`config.mk`:
```
export PLATFORM = sky130hd
export DESIGN_NAME = lfsr_rand_range
export DESIGN_NICKNAME = d
export VERILOG_FILES = /design/src/rtl/lfsr_rand_range.sv
export SDC_FILE = /design/constraint.sdc
export NUM_CORES = 1
export LEC_CHECK = 0
export ABC_AREA = 1
export CAP_MARGIN = 20
export CORE_UTILIZATION = 44
export DETAILED_ROUTE_END_ITERATION = 10
export PLACE_DENSITY = 0.78
export SLEW_MARGIN = 30
export SYNTH_ARGS = -nofsm -noshare
export SYNTH_HDL_FRONTEND = slang
export SYNTH_SLANG_ARGS = --single-unit
```
`constraint.sdc`:
```
create_clock -name Clk -period 1.4 [get_ports Clk]
set_clock_uncertainty 0.05 [all_clocks]
set_input_delay 0.28 -clock Clk [delete_from_list [all_inputs] [get_ports Clk]]
set_output_delay 0.28 -clock Clk [all_outputs]
set_load 0.02 [all_outputs]
```
`src/rtl/lfsr_rand_range.sv`:
```
// Pseudo-random roll source: free-running Galois LFSR with a req/valid front end
// that returns a uniform value in [0, range-1] by rejection sampling.
module lfsr_rand_range #(
  parameter int                LFSR_W    = 16,
  parameter logic [LFSR_W-1:0] TAPS      = 16'hB400,
  parameter logic [LFSR_W-1:0] SEED_INIT = '1,
  parameter int                OUT_W     = 3,
  parameter int                MAX_TRIES = 8
) (
  input  logic              Clk,
  input  logic              Reset,
  input  logic              seed_ld,
  input  logic [LFSR_W-1:0] seed,
  input  logic              req,
  input  logic [OUT_W:0]    range,
  output logic              busy,
  output logic              valid,
  output logic [OUT_W-1:0]  rand_out,
  output logic              fallback,
  output logic [LFSR_W-1:0] lfsr_state
);

  localparam int               TRY_W    = (MAX_TRIES > 1) ? $clog2(MAX_TRIES) : 1;
  localparam logic [TRY_W-1:0] LAST_TRY = TRY_W'(MAX_TRIES - 1);
  localparam logic [OUT_W:0]   RANGE_ONE = 1;

  typedef enum logic {IDLE, DRAW} state_t;

  state_t            state, state_nxt;
  logic [LFSR_W-1:0] lfsr, lfsr_nxt;
  logic [OUT_W:0]    range_q, range_nxt;
  logic [TRY_W-1:0]  tries, tries_nxt;
  logic [OUT_W-1:0]  rand_nxt;
  logic              valid_nxt;
  logic              fallback_nxt;
  logic [OUT_W:0]    cand;

  function automatic logic [LFSR_W-1:0] lfsr_step(input logic [LFSR_W-1:0] x);
    return (x >> 1) ^ (x[0] ? TAPS : '0);
  endfunction

  // A zero range would never accept; it behaves as a single-outcome roll.
  function automatic logic [OUT_W:0] clamp_range(input logic [OUT_W:0] r);
    return (r == '0) ? RANGE_ONE : r;
  endfunction

  assign cand       = {1'b0, lfsr[OUT_W-1:0]};
  assign busy       = (state == DRAW);
  assign lfsr_state = lfsr;

  always_comb begin
    if (seed_ld) lfsr_nxt = (seed == '0) ? SEED_INIT : seed;
    else         lfsr_nxt = lfsr_step(lfsr);
  end

  always_comb begin
    state_nxt    = state;
    range_nxt    = range_q;
    tries_nxt    = tries;
    rand_nxt     = rand_out;
    valid_nxt    = 1'b0;
    fallback_nxt = fallback;
    case (state)
      IDLE: begin
        if (req) begin
          range_nxt = clamp_range(range);
          tries_nxt = '0;
          state_nxt = DRAW;
        end
      end
      DRAW: begin
        if (cand < range_q) begin
          rand_nxt     = lfsr[OUT_W-1:0];
          valid_nxt    = 1'b1;
          fallback_nxt = 1'b0;
          state_nxt    = IDLE;
        end else if (tries == LAST_TRY) begin
          rand_nxt     = '0;
          valid_nxt    = 1'b1;
          fallback_nxt = 1'b1;
          state_nxt    = IDLE;
        end else begin
          tries_nxt = tries + 1'b1;
        end
      end
      default: state_nxt = IDLE;
    endcase
  end

  always_ff @(posedge Clk) begin
    if (Reset) begin
      lfsr     <= SEED_INIT;
      state    <= IDLE;
      range_q  <= RANGE_ONE;
      tries    <= '0;
      valid    <= 1'b0;
      rand_out <= '0;
      fallback <= 1'b0;
    end else begin
      lfsr     <= lfsr_nxt;
      state    <= state_nxt;
      range_q  <= range_nxt;
      tries    <= tries_nxt;
      valid    <= valid_nxt;
      rand_out <= rand_nxt;
      fallback <= fallback_nxt;
    end
  end

endmodule

```
# == After elaboration in Yosys (flattened, before gate mapping) ==
# Cells that the tools add are included.
# word_totals
ff_bits,29
in_bits,24
output_inout_bits,22
word_cells,40
# op_classes
n_addsub,1
order_cmp,1
n_eq_ne,4
muxes,18
bitwise,2
reduce_logical,7
# ops
operator,n
$mux 16,3
$logic_not 16->1,1
$xor 15x16->16,1
$mux 3,5
$mux 1,7
$ne 2x2->1 const B,3
$pmux 3 s2,1
$logic_not 4->1,1
$lt 3x4->1,1
$mux 4,1
$reduce_and 2->1,2
$add 3x1->3 const B,1
$eq 3x3->1 const B,1
$reduce_and 3->1,1
$pmux 1 s2,1
$reduce_bool 2->1,1
$reduce_or 2->1,1
$not 1->1,1

# == Depth between registers and ports, before layout ==
# depth
ltp_word,4
depth_mapped,11
mapped_depth_nobuf,10

# == Worst setup path before layout ==
# Ideal clock, no wire load.
# synth_path
kind,register to register
start,reg lfsr[2] (netlist: lfsr_state[2])
end,reg tries[0]
setup_time_ns,0.114
t_arrival_ns,1.203
required_time_ns,1.236
setup_slack_ns,0.033
path_stages_with_launch,9
n_path_buf,0
synth_period_minus_slack_ns,1.367
path_cell_list,dfxtp_1 > ha_1 > inv_1 > nor2_1 > nand2_2 > nand2_2 > nand2_4 > a21oi_1 > nor2_1
# synth_via
elab_chain_len,3
# synth_lines
element,line_no,text
start: declaration,30,"logic [LFSR_W-1:0] lfsr, lfsr_nxt;"
start signal: assignment,100,lfsr <= lfsr_nxt;
$lt 3x4->1,72,if (cand < range_q) begin
$ne 2x2->1 (no line),n/a,
$reduce_and 3->1 (no line),n/a,
end signal: assignment,103,tries <= tries_nxt;
end: declaration,32,"logic [TRY_W-1:0] tries, tries_nxt;"
# No other way between the ends.
# A chain may end at the register's enable or synchronous reset.

# == Worst setup path in the final report ==
# layout_path
start,reg state (netlist: busy)
end,out busy
# layout_lines
element,line_no,text
start: declaration,29,"state_t state, state_nxt;"
start signal: assignment,101,state <= state_nxt;
end: declaration,16,"output logic busy,"
# No word-level cell between the ends.

==> metrics.csv <==
metric,value,unit
run_status,finished clean,
final_util,0.7269,
grt_first_pass_wirelength,5.664,mm
antenna_cells,0,
coreArea,0.002781,sq mm
drt_iter0_drc,44,
initial_core_util,0.4723,
grt_pass1_vias,1371,
arrival,1.05,ns
dp_hpwl,2.470,mm
ant_nets,0,
crit_type,flip-flop to primary output,
clock_latency,0.34,ns
endpoint_kind,primary output,
finalCritPeriodShare,0.9882,
cp_num_cells,1,
synthTopCellsByArea,"dfxtp_1 44%, nand3_1 9.1%, nand2_1 8.6%",
cp_max_fo,2,
ir_drop,0.6986,mV
gp_congestion,0.7245,
syn-num-nets,203,
path_delay_family,flip-flops,
numCtsBuffers,5,
synth_top_area_cell,dfxtp_1,
dp_cells,260,
syn_inst,175,
report.final.hold_viol_count,0,
antenna_found_initial,0,
area_growth,53.90,%
drc,0,
cts.sinks,29,
slew_headroom,0.8355,
numPortBuffers,45,
yosysUniqueCellTypes,21,
synth.avg_cell_area,7.507,sq um
wl,3.410,mm
grt_overflow_total,0,
layout-drive-gt1-share,0.2395,
fin_crit,1.384,ns
track_usage,0.2324,
cts_tree,done,
finalSetupViolCount,0,
clock.fmax,722.8,MHz
drt_pre_antenna_iters,4,
htree_num_levels,2,
slew_violations,0,
ff2ff_path_depth,9,
critPathMaxStageDelay,0.37,ns
cts_hold_buf,0,
cts_root_buf,clkbuf_4,
grt_max_degree,33,
die-area,0.003208,sq mm
rows,19,
cts_buffer_depth,2,
whs,0.4087,ns
finalNonFillerCells,269,
die_w,56.64,um
path_cells,dlygate4sd2_1,
drv_cap,0,
power.leakage,0.0009518,uW
die_height,56.64,um
synth_top_area_share,0.4419,
critical_path_buf_inv_count,1,
path_clk_slew,0.10,ns
tightest_slew,0.2445,ns
vias,1371,
power.density,916.3,mW/mm^2
synth-seq-area-share,0.4419,
nNetsFinal,265,
crit_slowest_cell,dfxtp_1,
ioPinCount,46,
holdPathStages,2,
startpoint_type,flip-flop,
synth_area,0.001314,sq mm
detail_route.wl_per_cell,12.68,um
viasPerCell,5.097,
yosysWarnings,0,
crit_required,1.07,ns
hold_class,flip-flop to flip-flop,
ys_seq_elements,29,
[worst register-to-register path: stages, from the launching register on]
cell	delay (ns)
dfxtp_2	0.33
inv_2	0.05
ha_4	0.27
inv_2	0.03
nor2_2	0.08
nand2_2	0.10
nand2_4	0.09
nand2_4	0.07
a21oi_1	0.12
nor2_1	0.05
[where the power goes]
part,switching [uW],internal [uW]
Combinational,232,211
Clock,307,191
Sequential,33.0,878
[layer usage]
metal / track usage / vias up / share of wire
met1: 0.2496 / 624 / 0.41
met2: 0.4017 / 43 / 0.51
met3: 0.08295 / 10 / 0.053
li1: - / 694 / -
met4: 0.1115 / 0 / 0.026
met5: 0 / - / 0
[final timing paths]
check	slack [ns]	to	startpoint
worst max-delay path	0.02	busy	busy
worst min-delay path	0.41	lfsr_state[8]	lfsr_state[9]
worst max register to register	0.06	tries[0]	range_q[2]
worst min register to register	0.41	lfsr_state[8]	lfsr_state[9]
[sequential cells by signal (all words and copies together) (netlist names)]
register,cells
fallback,1
lfsr_state,16
range_q,4
tries,3
valid,1
rand_out,3
busy,1
[cells in the mapped netlist (all sizes together)]
cell	n
nand4	4
inv	28
buf	5
a21oi	14
o211ai	1
clkbuf	4
nand2	35
o21ai	19
nor4	1
dfxtp	29
nand3	25
ha	4
nor2	5
o21bai	1
[cell type report]
type / instances / area, sq um
Clock buffer: 6 / 41.29
Sequential cell: 29 / 588.1
Fill cell: 220 / 759.5
Tap cell: 31 / 38.79
Multi-Input combinational cell: 109 / 641.9
Inverter: 28 / 105.1
Clock inverter: 2 / 10.01
Timing Repair Buffer: 64 / 596.8
[metrics by stage]
| step | instance area [sq um] | power [uW] | setup slack [ns] | TNS, ns |
|---|---|---|---|---|
| after floorplan | 1314 | 1145 | 0.03311 | 0 |
| after global placement | 1902 | 1346 | -0.1695 | -2.436 |
| after detailed placement | 1902 | 1366 | -0.2441 | -3.627 |
| after CTS | 1939 | 1832 | -0.002188 | -0.002188 |
| after global routing | 2022 | 1953 | -0.02526 | -0.04199 |
| final | 2022 | 1853 | 0.01649 | 0 |
[repair_timing]
item | in CTS | in global routing
buffers inserted | 0 | 1
pin swaps | 1 | 8
endpoints found under the setup margin | 24 | 14
cloned | 0 | 0
resized for setup | 27 | 31
[cells by family after synthesis]
kind of cell | after synthesis | synth area share
AO/OA/AOI/OAI | 35 | 0.1371
flip-flops | 29 | 0.4419
AND/OR/NAND/NOR | 70 | 0.2562
buffers and inverters | 37 | 0.1267
adder cells (fa/ha/maj) | 4 | 0.03810
[placed cells by master (no fill, tap or decap), types with 4 or more instances in the layout]
cell type,instances
buf_4,15
clkdlybuf4s15_1,4
nand2_1,27
a21oi_1,12
nand3_1,21
inv_1,23
dlygate4sd2_1,14
clkdlybuf4s50_1,23
inv_2,5
clkbuf_2,4
clkbuf_4,5
nand2_2,5
o21ai_0,18
nand4_1,4
dfxtp_1,25
(Power assumes the default switching activity.)
